`config.mk`:
```
export PLATFORM = sky130hd
export DESIGN_NAME = nap_read_fetch_engine
export DESIGN_NICKNAME = d
export VERILOG_FILES = /design/src/rtl/nap_read_fetch_engine.sv
export SDC_FILE = /design/constraint.sdc
export NUM_CORES = 1
export LEC_CHECK = 0
export ABC_AREA = 1
export ABC_CLOCK_PERIOD_IN_PS = 2860
export CAP_MARGIN = 5
export CORE_AREA = 3 3 259 261
export DETAILED_ROUTE_END_ITERATION = 10
export DIE_AREA = 0 0 262 264
export PLACE_DENSITY = 0.49
export SLEW_MARGIN = 20
export SYNTH_ARGS = -nofsm -noshare
export SYNTH_HDL_FRONTEND = slang
export SYNTH_SLANG_ARGS = --single-unit
```
`constraint.sdc`:
```
create_clock -name i_clk -period 2.86 [get_ports i_clk]
set_clock_uncertainty 0.05 [all_clocks]
set_input_delay 0.572 -clock i_clk [delete_from_list [all_inputs] [get_ports i_clk]]
set_output_delay 0.572 -clock i_clk [all_outputs]
set_load 0.02 [all_outputs]
```
`src/rtl/nap_read_fetch_engine.sv`:
```
// Read-fetch engine: splits a (addr, beats) command into INCR AR bursts and streams R beats out.
// Optional perf counters are enabled with `define NAP_FETCH_PERF_CNT_EN.
module nap_read_fetch_engine #(
   parameter int unsigned ADDR_W          = 42,
   parameter int unsigned DATA_W          = 256,
   parameter int unsigned ID_W            = 8,
   parameter int unsigned ARID_VAL        = 0,
   parameter int unsigned MAX_BURST_LEN   = 16,
   parameter int unsigned MAX_OUTSTANDING = 4,
   parameter int unsigned CNT_W           = 16
) (
   input  logic              i_clk,
   input  logic              i_reset,
   input  logic              i_cmd_valid,
   output logic              o_cmd_ready,
   input  logic [ADDR_W-1:0] i_cmd_addr,
   input  logic [CNT_W-1:0]  i_cmd_beats,
   output logic              o_arvalid,
   input  logic              i_arready,
   output logic [ADDR_W-1:0] o_araddr,
   output logic [7:0]        o_arlen,
   output logic [2:0]        o_arsize,
   output logic [1:0]        o_arburst,
   output logic [ID_W-1:0]   o_arid,
   output logic [3:0]        o_arqos,
   input  logic              i_rvalid,
   output logic              o_rready,
   input  logic [DATA_W-1:0] i_rdata,
   input  logic [1:0]        i_rresp,
   input  logic              i_rlast,
   input  logic [ID_W-1:0]   i_rid,
   output logic              o_out_valid,
   input  logic              i_out_ready,
   output logic [DATA_W-1:0] o_out_data,
   output logic              o_out_last,
   output logic              o_done,
   output logic              o_error,
   output logic              o_busy
`ifdef NAP_FETCH_PERF_CNT_EN
   ,
   output logic [31:0]       o_perf_cycles,
   output logic [31:0]       o_perf_stall
`endif
);

   localparam int unsigned BPB  = DATA_W / 8;
   localparam int unsigned SIZE = $clog2(BPB);

   localparam logic [1:0] ST_IDLE  = 2'd0;
   localparam logic [1:0] ST_ISSUE = 2'd1;
   localparam logic [1:0] ST_DRAIN = 2'd2;
   localparam logic [1:0] ST_DONE  = 2'd3;

   logic [1:0]        r_state;
   logic [ADDR_W-1:0] r_araddr;
   logic [CNT_W-1:0]  r_issue_rem;
   logic [CNT_W-1:0]  r_total;
   logic [CNT_W-1:0]  r_rcvd;
   logic [3:0]        r_outstanding;
   logic [7:0]        r_bcnt;
   logic              r_error;

   logic       w_active;
   logic       w_cmd_hs;
   logic       w_ar_hs;
   logic       w_r_hs;
   logic       w_rlast_hs;
   logic       w_exp_end;
   logic [8:0] w_len;
   logic       w_unused_rid;

   assign w_unused_rid = ^i_rid;

   assign w_active   = (r_state == ST_ISSUE) || (r_state == ST_DRAIN);
   assign w_cmd_hs   = i_cmd_valid && (r_state == ST_IDLE);
   assign w_len      = (r_issue_rem >= CNT_W'(MAX_BURST_LEN)) ? 9'(MAX_BURST_LEN)
                                                              : 9'(r_issue_rem);
   assign w_ar_hs    = o_arvalid && i_arready;
   assign w_r_hs     = i_rvalid && o_rready;
   assign w_rlast_hs = w_r_hs && i_rlast;

   // Bursts return in order, so the expected burst end follows from the beat position alone.
   assign w_exp_end = (r_bcnt == 8'(MAX_BURST_LEN - 1)) || (r_rcvd == r_total - CNT_W'(1));

   assign o_cmd_ready = (r_state == ST_IDLE);
   assign o_busy      = (r_state != ST_IDLE);
   assign o_done      = (r_state == ST_DONE);
   assign o_error     = r_error;

   assign o_arvalid = (r_state == ST_ISSUE) && (r_outstanding < 4'(MAX_OUTSTANDING));
   assign o_araddr  = r_araddr;
   assign o_arlen   = 8'(w_len - 9'd1);
   assign o_arsize  = 3'(SIZE);
   assign o_arburst = 2'b01;
   assign o_arid    = ID_W'(ARID_VAL);
   assign o_arqos   = 4'd0;

   assign o_rready    = w_active && i_out_ready;
   assign o_out_valid = w_active && i_rvalid;
   assign o_out_data  = i_rdata;
   assign o_out_last  = w_active && (r_rcvd == r_total - CNT_W'(1));

   always_ff @(posedge i_clk) begin
      if (i_reset) begin
         r_state       <= ST_IDLE;
         r_araddr      <= '0;
         r_issue_rem   <= '0;
         r_total       <= '0;
         r_rcvd        <= '0;
         r_outstanding <= '0;
         r_bcnt        <= '0;
         r_error       <= 1'b0;
      end else begin
         case (r_state)
            ST_IDLE: begin
               if (w_cmd_hs) begin
                  r_araddr      <= i_cmd_addr;
                  r_issue_rem   <= i_cmd_beats;
                  r_total       <= i_cmd_beats;
                  r_rcvd        <= '0;
                  r_bcnt        <= '0;
                  r_outstanding <= '0;
                  r_error       <= 1'b0;
                  r_state       <= (i_cmd_beats == '0) ? ST_DONE : ST_ISSUE;
               end
            end
            ST_ISSUE: begin
               if (w_ar_hs && (r_issue_rem == CNT_W'(w_len))) begin
                  r_state <= ST_DRAIN;
               end
            end
            ST_DRAIN: begin
               if (r_rcvd == r_total) begin
                  r_state <= ST_DONE;
               end
            end
            default: r_state <= ST_IDLE;
         endcase

         if (w_ar_hs) begin
            r_araddr    <= r_araddr + (ADDR_W'(w_len) << SIZE);
            r_issue_rem <= r_issue_rem - CNT_W'(w_len);
         end

         if (w_ar_hs && !w_rlast_hs) begin
            r_outstanding <= r_outstanding + 4'd1;
         end else if (!w_ar_hs && w_rlast_hs && (r_outstanding != 4'd0)) begin
            r_outstanding <= r_outstanding - 4'd1;
         end

         if (w_r_hs) begin
            r_rcvd <= r_rcvd + CNT_W'(1);
            r_bcnt <= w_exp_end ? 8'd0 : r_bcnt + 8'd1;
            if ((i_rresp != 2'b00) || (i_rlast != w_exp_end)) begin
               r_error <= 1'b1;
            end
         end
      end
   end

`ifdef NAP_FETCH_PERF_CNT_EN
   logic [31:0] r_perf_run;
   logic [31:0] r_perf_cycles;
   logic [31:0] r_perf_stall;

   // r_perf_run counts the accept cycle as 1; the DONE cycle itself is added on latch.
   always_ff @(posedge i_clk) begin
      if (i_reset) begin
         r_perf_run    <= '0;
         r_perf_cycles <= '0;
         r_perf_stall  <= '0;
      end else if (w_cmd_hs) begin
         r_perf_run    <= 32'd1;
         r_perf_cycles <= '0;
         r_perf_stall  <= '0;
      end else begin
         if (r_state != ST_IDLE) begin
            r_perf_run <= r_perf_run + 32'd1;
         end
         if (r_state == ST_DONE) begin
            r_perf_cycles <= r_perf_run + 32'd1;
         end
         if (w_active && i_rvalid && !i_out_ready) begin
            r_perf_stall <= r_perf_stall + 32'd1;
         end
      end
   end

   assign o_perf_cycles = r_perf_cycles;
   assign o_perf_stall  = r_perf_stall;
`endif

endmodule
```
==> impl_results.md <==
- DRT antenna net count: 0
- Gate power share: 0.573
- Share of post-route cells with drive strength above 1: 0.1741
- Crit Path Class: reg2reg
- CTS root buffer: clkbuf_16
- Critical Path Source Type: register
- HPWL Detailed: 27,360 um
- Min-delay worst type: reg2reg
- Worst slew pin tran: 0.7140 ns
- Post-synth EDFFs: 0
- Area taken by multi-input logic gates: 4822 um2
- Worst Path Required: 3.12 ns
- Setup WS pre-CTS: -0.08557 ns
- Vias: 8,393
- Leading area contributor after synthesis: dfxtp_1
- Core area: 64,700 um2
- P per Cell Area: 753.7 nW/um2
- First-pass GRT wire length: 51,400 um
- Clock power frac: 0.167
- Switching Power: 3.801 mW
- Number of max-cap violations: 0
- Via density per instance: 3.855
- Initial antenna violation count: 2
- Int Pwr: 4.236 mW
- Final setup margin: -0.07127 ns
- Failing checks: negative setup slack
- Cell Area, Synth: 9351 um2
- Slew Limit Fails: 0
- Ys async rst share: 0
- Clock Pin Slew Worst Setup and Hold Paths: 0.09 ns
- FP Rows: 93
- CTS max path bufs: 2
- DRC errors left: 0
- Setup TNS: -0.1416 ns
- DRT iter0 DRCs: 430
- Yosys warns: 0
- Die span in x: 262 um
- RSZ-0062 raised after global routing: true
- Critical path endpoint category: register
- CP Max Fanout: 6
- Number of global-route vias before repair: 8,470
- Worst Path Arrival: 3.19 ns
- Number of synthesized register bits: 105
- Status: complete, but fails checks
- Initial Util: 0.1445
- LEAKAGE: 4.169 nW
- Main synth FF type: dfxtp_1
- Top-area cell type share of the netlist area: 0.2248
- Total Routed Length: 34,390 um
- Part of the power in registers: 0.260
- Total GRT Usage: 0.09805
- Synth top area cells: dfxtp_1 (22%), buf_4 (22%), nand2_1 (11%)
- Syn Area/Cell: 6.718 um2
- H-tree depth: 3
- Cell count after synthesis: 1,392
- Worst slew margin: 0.5235
- GR Overflow Total: 0
- Fillers: 7,479
- DR WL/cell: 15.80 um
- IO Port Bufs: 124
- Total CTS buffers: 9
- Die Height: 264 um
- Top-level I/O count: 662
- FMAX: 341.1 MHz
- Finished Cell Area: 10,660 um2
- Pre-antenna DRT Iters: 5
- Clock latency on the worst-skew pair: 0.39 ns
- Max VDD drop: 0.0003154 V
- Setup-failing EPs final: 4
- Fin. Hold Viols: 0
- P&R area growth vs syn: 14.04%
- Sequential area share after synthesis: 0.2248
- Fin crit period: 2.931 ns
- Clk sink count: 105
- Placement Cell Area: 10,070 um2
- Yosys cell types: 62
- Die Area: 69,170 um2
- Part of the cycle the worst path needs: 1.025
- GP Congestion: 0.8518
- Switching fraction of total power: 0.4729
- Total Nets Final: 1,669
- CTS tree: done
- Largest net degree at the start of global routing: 47
- Reg area: 2111 um2
- Overall power: 8.038 mW
-- sequential cells by signal, summed over array words and instances (netlist names) --
| register | count |
|---|---|
| o_araddr | 42 |
| o_error | 1 |
| r_bcnt | 8 |
| r_issue_rem | 16 |
| r_outstanding | 4 |
| r_rcvd | 16 |
| r_state | 2 |
| r_total | 16 |
-- cell families after synthesis --
group	count (synthesis)	synth area share
flip-flops	105	0.2248
multiplexers	1	0.001204
adder cells (fa/ha/maj)	22	0.03024
AND/OR/NAND/NOR	583	0.2949
buffers and inverters	446	0.2933
other	2	0.0008031
AO/OA/AOI/OAI	200	0.1231
XOR/XNOR	33	0.03171
-- path summary, 6_finish.rpt --
| check | cells after the start | start | slack (ns) | to |
|---|---|---|---|---|
| hold reg to reg | 2 | r_bcnt[1] | 0.44 | r_bcnt[1] |
| setup reg to reg | 23 | r_issue_rem[13] | -0.07 | o_araddr[25] |
| setup / recovery | 23 | r_issue_rem[13] | -0.07 | o_araddr[25] |
| hold / removal | 2 | r_bcnt[1] | 0.44 | r_bcnt[1] |
-- layout make-up --
class	count	area share
repair buffers	201	0.1717
clock buffers	9	0.02112
inverters	138	0.04904
diodes	1	0.0002347
clock inverters	7	0.007509
flip-flops and latches	105	0.1979
multi-input cells	861	0.4522
well taps	855	0.1003
-- cells in the final DEF (no fill, tap or decap), types with 26 or more instances in the layout --
cell type        count
nand3_1             59
a21oi_1             79
o21ai_0             46
nor2_1             101
nand2_1            275
nand4_1             26
buf_4               73
dfxtp_1             98
inv_1              121
clkdlybuf4s50_1    115
-- per-layer routing --
| layer | wire [um] | track usage | vias up | part of all wire |
|---|---|---|---|---|
| li1 | - | - | 4050 | - |
| met1 | 13980 | 0.1125 | 3783 | 0.41 |
| met2 | 15490 | 0.1509 | 437 | 0.45 |
| met3 | 3181 | 0.04276 | 119 | 0.092 |
| met4 | 1689 | 0.05469 | 4 | 0.049 |
| met5 | 53 | 0.009259 | - | 0.0015 |
-- synthesized netlist by cell type (5+ instances only) --
cell	count
or2_2	7
a21oi_1	83
nand3_1	61
buf_4	274
buf_2	11
o22ai_1	5
dfxtp_1	105
xnor2_1	12
nand4_1	26
nand2_4	8
nor2_4	8
a211oi_1	5
o21ai_0	49
a31oi_1	23
nor2_1	109
clkbuf_1	18
inv_2	8
ha_1	21
inv_1	128
nand2_2	16
nor2_2	13
nor3_1	16
nor4_1	9
xor2_1	20
o21ai_1	5
nand2_1	283
-- power groups by stage --
stage          Clock, mW  Combinational, mW  Sequential, mW
2_1_floorplan          0               3.12            2.20
3_3_place_gp           0               4.46            2.11
3_5_place_dp           0               4.50            2.11
4_1_cts             1.41               4.51            2.08
5_1_grt             1.46               5.13            2.14
6_report            1.34               4.60            2.09
-- what timing repair did --
action,4_1_cts,5_1_grt
resized for setup,36,54
hold buffers,0,0
endpoints found under the hold margin,0,0
setup buffers,3,7
setup endpoints to repair,17,33
pin swaps,8,21
-- critical path, stage by stage, from the launching register on --
cell and delay [ns]:
dfxtp_1 0.32, nor2_1 0.11, nand2_2 0.09, nor2_4 0.14
nand2_4 0.10, nor2_4 0.10, buf_6 0.10, ha_4 0.14
inv_4 0.04, fa_2 0.35, inv_2 0.09, nand2_4 0.06
o21ai_4 0.17, nand2_2 0.07, nand2_2 0.07, nand2_2 0.06
nand2_4 0.12, inv_4 0.04, nor2_4 0.17, buf_6 0.12
nand2_2 0.04, nand2_1 0.07, nand3_1 0.08, a31oi_1 0.15
-- metrics by stage --
step | utilization | std cells | hold WS (ns)
2_1_floorplan | - | 1412 | 0.4057
3_3_place_gp | 0.1556 | 2150 | 0.4174
3_5_place_dp | 0.1556 | 2150 | 0.4270
4_1_cts | 0.1613 | 2169 | 0.4423
5_1_grt | 0.1648 | 2176 | 0.4715
6_report | 0.1648 | 2177 | 0.4434
(Power assumes the default switching activity.)
